==> src/rtl/result_fifo.sv <==
// Capture FIFO for adder results: queues valid (addr, result) pairs and drains them over
// valid/ready, with sticky flags for dropped pushes and breaks in the address sequence.
module result_fifo #(
  parameter  int MEM_WIDTH  = 32,
  parameter  int MEM_DEPTH  = 8,
  parameter  int FIFO_DEPTH = 4,
  localparam int AW         = $clog2(MEM_DEPTH),
  localparam int CW         = $clog2(FIFO_DEPTH + 1)
) (
  input  logic                 clk_i,
  input  logic                 rst_ni,
  input  logic                 result_valid_i,
  input  logic [MEM_WIDTH-1:0] result_i,
  input  logic [AW-1:0]        result_addr_i,
  output logic                 out_valid_o,
  input  logic                 out_ready_i,
  output logic [MEM_WIDTH-1:0] out_result_o,
  output logic [AW-1:0]        out_addr_o,
  output logic [CW-1:0]        count_o,
  output logic                 overflow_o,
  output logic                 addr_gap_o,
  input  logic                 clear_i
);

  localparam int PW = $clog2(FIFO_DEPTH);

  logic [MEM_WIDTH-1:0] data_mem_q [FIFO_DEPTH];
  logic [AW-1:0]        addr_mem_q [FIFO_DEPTH];

  logic [PW-1:0] wr_ptr_q, wr_ptr_d;
  logic [PW-1:0] rd_ptr_q, rd_ptr_d;
  logic [CW-1:0] count_q, count_d;
  logic          overflow_q, overflow_d;
  logic          gap_q, gap_d;
  logic [AW-1:0] exp_addr_q, exp_addr_d;
  logic          seen_q, seen_d;

  logic full, push, pop, wr_en;

  // Address successor modulo MEM_DEPTH, so the top-to-zero wrap is treated as in sequence.
  function automatic logic [AW-1:0] next_addr(input logic [AW-1:0] a);
    if (a == AW'(MEM_DEPTH - 1)) return '0;
    return a + AW'(1);
  endfunction

  assign full  = (count_q == CW'(FIFO_DEPTH));
  assign pop   = (count_q != '0) && out_ready_i;
  assign push  = result_valid_i && (!full || pop);
  assign wr_en = push && !clear_i;

  always_comb begin
    wr_ptr_d   = wr_ptr_q;
    rd_ptr_d   = rd_ptr_q;
    count_d    = count_q;
    overflow_d = overflow_q;
    gap_d      = gap_q;
    exp_addr_d = exp_addr_q;
    seen_d     = seen_q;
    if (clear_i) begin
      wr_ptr_d   = '0;
      rd_ptr_d   = '0;
      count_d    = '0;
      overflow_d = 1'b0;
      gap_d      = 1'b0;
      seen_d     = 1'b0;
    end else begin
      if (push) wr_ptr_d = wr_ptr_q + PW'(1);
      if (pop)  rd_ptr_d = rd_ptr_q + PW'(1);
      if (push && !pop)      count_d = count_q + CW'(1);
      else if (!push && pop) count_d = count_q - CW'(1);
      if (result_valid_i && !push) overflow_d = 1'b1;
      // Dropped inputs still advance the sequence check.
      if (result_valid_i) begin
        if (seen_q && (result_addr_i != exp_addr_q)) gap_d = 1'b1;
        exp_addr_d = next_addr(result_addr_i);
        seen_d     = 1'b1;
      end
    end
  end

  always_ff @(posedge clk_i or negedge rst_ni) begin
    if (!rst_ni) begin
      wr_ptr_q   <= '0;
      rd_ptr_q   <= '0;
      count_q    <= '0;
      overflow_q <= 1'b0;
      gap_q      <= 1'b0;
      exp_addr_q <= '0;
      seen_q     <= 1'b0;
    end else begin
      wr_ptr_q   <= wr_ptr_d;
      rd_ptr_q   <= rd_ptr_d;
      count_q    <= count_d;
      overflow_q <= overflow_d;
      gap_q      <= gap_d;
      exp_addr_q <= exp_addr_d;
      seen_q     <= seen_d;
    end
  end

  always_ff @(posedge clk_i or negedge rst_ni) begin
    if (!rst_ni) begin
      for (int i = 0; i < FIFO_DEPTH; i++) begin
        data_mem_q[i] <= '0;
        addr_mem_q[i] <= '0;
      end
    end else if (wr_en) begin
      data_mem_q[wr_ptr_q] <= result_i;
      addr_mem_q[wr_ptr_q] <= result_addr_i;
    end
  end

  assign out_valid_o  = (count_q != '0);
  assign out_result_o = data_mem_q[rd_ptr_q];
  assign out_addr_o   = addr_mem_q[rd_ptr_q];
  assign count_o      = count_q;
  assign overflow_o   = overflow_q;
  assign addr_gap_o   = gap_q;

endmodule

==> config.mk <==
export PLATFORM = sky130hd
export DESIGN_NAME = result_fifo
export DESIGN_NICKNAME = d
export VERILOG_FILES = /design/src/rtl/result_fifo.sv
export SDC_FILE = /design/constraint.sdc
export NUM_CORES = 1
export LEC_CHECK = 0
export BUFFER_PORTS_ARGS = -buffer_cell sky130_fd_sc_hd__buf_2
export CAP_MARGIN = 0
export CELL_PAD_IN_SITES_DETAIL_PLACEMENT = 2
export CELL_PAD_IN_SITES_GLOBAL_PLACEMENT = 2
export CORE_ASPECT_RATIO = 0.5
export CORE_MARGIN = 5
export CORE_UTILIZATION = 44
export CTS_CLUSTER_DIAMETER = 50
export DETAILED_ROUTE_END_ITERATION = 10
export HOLD_SLACK_MARGIN = 0.06
export PLACE_DENSITY = 0.88
export SYNTH_ARGS = -nofsm -noshare
export SYNTH_HDL_FRONTEND = slang
export SYNTH_SLANG_ARGS = --single-unit
==> constraint.sdc <==
create_clock -name clk_i -period 3.02 [get_ports clk_i]
set_input_delay 0.755 -clock clk_i [delete_from_list [all_inputs] [get_ports clk_i]]
set_output_delay 0.755 -clock clk_i [all_outputs]
set_load 0.005 [all_outputs]
Word-level counts from Yosys, hierarchy flattened
Index checks and enable logic that the tools add are counted.
{"block": "totals", "regBits": 153, "output_inout_bits": 41, "word_cells": 82}
{"block": "op_classes", "n_addsub": 5, "magnitude_cmp": 3, "eq_ne": 3, "mux": 31, "bitwise": 3, "n_reduce_logical": 22}
{"operator": "128-bit bitwise mux", "count": 1}
{"operator": "32-bit two-way mux", "count": 3}
{"operator": "32-bit binary-select mux with 2-bit select", "count": 1}
{"operator": "32-bit demux with 2-bit select", "count": 1}
{"operator": "3-bit two-way mux", "count": 8}
{"operator": "12-bit bitwise mux", "count": 1}
{"operator": "1-bit two-way mux", "count": 10}
{"operator": "2-bit nonzero test", "count": 5}
{"operator": "1-bit logical AND", "count": 8}
{"operator": "2-bit two-way mux", "count": 4}
{"operator": "3-bit by 1-bit adder with 3-bit output (second input constant)", "count": 2}
{"operator": "3-bit binary-select mux with 2-bit select", "count": 1}
{"operator": "3-bit demux with 2-bit select", "count": 1}
{"operator": "3-bit equality test (second input constant)", "count": 2}
{"operator": "3-bit >= comparator (second input constant)", "count": 2}
{"operator": "2-bit NOT with 3-bit output", "count": 2}
{"operator": "3-bit nonzero test", "count": 2}
{"operator": "2-bit by 1-bit adder with 2-bit output (second input constant)", "count": 2}
{"operator": "1-bit logical NOT", "count": 4}
{"operator": "2-bit AND reduction", "count": 2}
{"operator": "3-bit by 1-bit less-than comparator with 1-bit output (second input constant)", "count": 1}
{"operator": "3-bit inequality test", "count": 1}
{"operator": "3-bit by 1-bit subtractor with 3-bit output (second input constant)", "count": 1}
{"operator": "1-bit logical OR", "count": 1}
{"operator": "1-bit NOT", "count": 1}

Depth between registers and ports, before layout
{"block": "logic_depth", "ltp_word": 9, "depth_mapped": 8, "ltp_nobuf": 6}

Worst setup path after synthesis
OpenSTA, ideal clock, no wires.
{"block": "synth_timing", "path_type": "input to register", "from": "input out_ready_i", "to": "register count_q[2], in the netlist count_o[2]", "setup_ns": 0.137, "arrival_ns": 2.488, "required_time_ns": 2.883, "slack_ns": 0.396, "path_stages": 8, "path_cell_list": "buf_2 > or4b_1 > buf_6 > and3_1 > fa_1 > nand2b_1 > o211ai_1 > a31oi_1"}
{"block": "synth_between", "elab_chain_cells": 6, "elab_cells_between_ends": 10, "classes_between": "mux (2); reduce/logical (8)"}
{"item": "start, declared", "line_no": "16", "source": "input logic out_ready_i,"}
{"item": "1-bit logical AND (*)", "line_no": "47", "source": "assign pop = (count_q != '0) && out_ready_i;"}
{"item": "1-bit logical OR", "line_no": "48", "source": "assign push = result_valid_i && (!full || pop);"}
{"item": "1-bit logical AND", "line_no": "48"}
{"item": "1-bit logical AND or 1-bit logical NOT (tied branches)", "line_no": "69, 70"}
{"item": "3-bit two-way mux or 1-bit logical AND (tied branches)", "line_no": "69, 70"}
{"item": "3-bit two-way mux or 3-bit nonzero test (tied branches)"}
{"item": "end signal, assigned", "line_no": "93", "source": "count_q <= count_d;"}
{"item": "end, declared", "line_no": "32", "source": "logic [CW-1:0] count_q, count_d;"}
Every way passes the cells marked *; elsewhere a longest branch is shown, timed or not.
A chain may end at the register's enable or synchronous reset.

Worst setup path in the final report
{"block": "layout_timing", "from": "register rd_ptr_q[0]", "to": "output out_result_o[9]"}
{"block": "layout_between", "elab_chain_cells": 4}
{"item": "start, declared", "line_no": "31", "source": "logic [PW-1:0] rd_ptr_q, rd_ptr_d;"}
{"item": "start signal, assigned", "line_no": "92", "source": "rd_ptr_q <= rd_ptr_d;"}
{"item": "2-bit NOT with 3-bit output (implied by the code)", "line_no": "114", "source": "assign out_result_o = data_mem_q[rd_ptr_q];"}
{"item": "32-bit binary-select mux with 2-bit select", "line_no": "114"}
{"item": "32-bit two-way mux (implied by the code) (2 in a row)", "line_no": "114"}
{"item": "end, declared", "line_no": "17", "source": "output logic [MEM_WIDTH-1:0] out_result_o,"}
No other way between the ends. The select of a mux whose other input is x is not followed.

==> results.toml <==
[outcome]
status = "completed"

[pwr]
comb_power_share = 0.331
power_frac_seq = 0.401
power-per-cell-area_mw_per_mm2 = 996.1
total_power_w = 0.008662
p_leak_nw = 4.271
p_int_w = 0.006004
ir_worst_vdd_mv = 0.4211
swShare = 0.3069
p_clk_frac = 0.268
switchingPower_w = 0.002658

[clocking]
clk_path_buf_depth = 2
numCtsBuffers = 17
post_cts_resize_count = 0
clock_latency_ps = 430
cts_setup_buffers = 0
clkTransAtPathRegs_ps = 70
root_buffer = "clkbuf_16"
h-tree-depth = 4
cts_num_sinks = 153
postCtsHoldBufs = 0
cts_tree = "built"

[die]
start_util = 0.4524
coreArea_mm2 = 0.01652
ioPinCount = 81
rows = 33
dieArea_mm2 = 0.01985
die_x_um = 194.3
die_h_um = 102.1

[routing]
viasPerCell = 5.606
vias = 4188
wirelength_mm = 22.70
detail_route.wl_per_cell_um = 30.39
antenna_left = 0
drtPass1Iterations = 4
first_iter_violations = 201
drcViolationCount = 0

[worst_setup_path]
crit_arrival_ps = 2170
cpPeakStageDelay_ps = 740
worstPathRequired_ps = 2260
crit_type = "flop to primary output"
end_kind = "primary output"
critPathLaunchType = "flop"
reg2regPathDepth = 5
slowest_stage = "dfrtp_2"
path_cells = "buf_12 -> mux4_2 -> buf_2"
crit_fanout = 15

[synth]
syn_avg_cell_area_um2 = 17.79
ys_warn_count = 0
synth_nets = 467
synth_flop_cell = "dfrtp_1"
synth_top_area_cell = "dfrtp_1"
synth_top_area_share = 0.5124
netlist_instances = 420
synth.distinct_cells = 33
synth_most_common_cell = "dfrtp_1"
synthTopCellsByArea = "dfrtp_1 51%, mux2_4 24%, mux4_2 11%"
synth-seq-cells = 153
synth_area_mm2 = 0.007472
ys_seq_area_frac = 0.5124
synth-async-reset-ratio = 1.000
synth_enable_flop_cells = 0
synth_top_cells_by_count = "153 x dfrtp_1, 120 x mux2_4, 35 x mux4_2, 25 x mux2_2, 13 x nor2_1"

[place]
place_congestion = 0.7153
port_buffers = 80
post-place-ws_ps = 362.5
dpl.cell_count = 718
dpl.hpwl_mm = 13.43

[timing]
worst_clock_skew_ps = 10.05
rsz0062_at_grt = "no"
finalCritPeriodShare = 0.9696
max_freq_ghz = 0.3415
layout_setup_ws_ps = 91.82
finalSetupViolCount = 0
hold_viol = 0
drv_slew = 0
slew_headroom = 0.5763
setup_tns_ps = 0
layout_min_cycle_time_ps = 2928
tightest_slew_ps = 635.5

[worst_hold_path]
hold_path.class = "input port to async pin"

[flow_run]
drv_cap = 0

[grt]
grt_max_degree = 66
grt_first_pass_wirelength_mm = 34.90
grtUsageTotal = 0.2403
antenna_found_initial = 2
overflow = 0
grt_pass1_vias = 5006

[layout]
final_nets = 557
layout-drive-gt1-share = 0.6012
final_cells = 747
area_delta_synth_final_pct = 16.38
post-route-util = 0.5265
[sequential cells by signal, summed over array words and instances (netlist names)]
signal,flops
seen_q,1
wr_ptr_q,2
data_mem_q,128
addr_mem_q,12
rd_ptr_q,2
addr_gap_o,1
count_o,3
overflow_o,1
exp_addr_q,3
[cell type report]
cell class | count | area (um2)
antenna | 1 | 2.502
clock buffer | 20 | 466.7
clock inverter | 8 | 146.4
fill | 1477 | 7820
inverter | 6 | 22.52
multi-input combinational | 234 | 3301
sequential | 153 | 3831
tap | 227 | 284.0
timing repair buffer | 98 | 641.9
[metrics by stage]
step | cell area (um2) | hold slack (ps)
3_5_place_dp | 8080 | 484.0
4_1_cts | 8693 | 348.7
2_1_floorplan | 7472 | 454.7
5_1_grt | 8696 | 368.6
6_report | 8696 | 326.9
3_3_place_gp | 8080 | 469.1
[worst max-delay path, delay by kind of cell, from the launching register on]
family / cells / cell delay, ps
buffers and inverters: 2 / 440
muxes: 1 / 550
DFF: 1 / 740
[per-layer routing]
metal / vias to the layer above / track usage / share of wire
li1: 1731 / - / -
met1: 2352 / 0.2992 / 0.42
met3: 18 / 0.04051 / 0.027
met5: - / 0 / 0.00057
met2: 85 / 0.4457 / 0.54
met4: 2 / 0.06102 / 0.010
[cells in the final DEF, fill, tap and decap left out, drive strengths merged, types with 2 or more instances in the layout]
cell type	synthesis	routed
a21oi	4	4
buf	21	98
bufinv	0	4
clkbuf	6	20
clkinv	0	3
dfrtp	153	153
ha	6	6
inv	6	6
mux2	145	145
mux4	35	35
nand3	6	6
nor2	13	13
o21ai	2	2
o311ai	2	2
xor2	5	5
[logic make-up (layout without fill, tap and decap cells)]
kind of cell	count (synthesis)	after routing	synth area share
AOI/OAI and AO/OA	14	14	0.01239
xor gates and xnor gates	6	6	0.007033
adders and majority gates	7	7	0.01273
buffers and inverters	33	132	0.04588
DFF	153	153	0.5124
muxes	180	180	0.3843
other	0	1	0
and+or+nand+nor	27	27	0.02529
[power by group through the flow]
stage	Sequential (W)	Combinational (W)	Clock (W)
after floorplan	0.00307	0.00202	0
after global placement	0.00327	0.00262	0
after detailed placement	0.00340	0.00279	0
after CTS	0.00347	0.00292	0.00235
after global routing	0.00354	0.00303	0.00244
final	0.00348	0.00287	0.00232
[worst paths after layout]
check                                  endpoint  slack [ps]   startpoint
worst min-delay path             data_mem_q[99]         330       rst_ni
worst max-delay path            out_result_o[9]          90  rd_ptr_q[0]
worst min register to register           seen_q         500       seen_q
worst max register to register  data_mem_q[105]         700   count_o[0]
min in group clk_i                       seen_q         500       seen_q
max in group asynchronous       data_mem_q[109]        1850       rst_ni
Note: power is estimated with default switching activity, not from simulation.
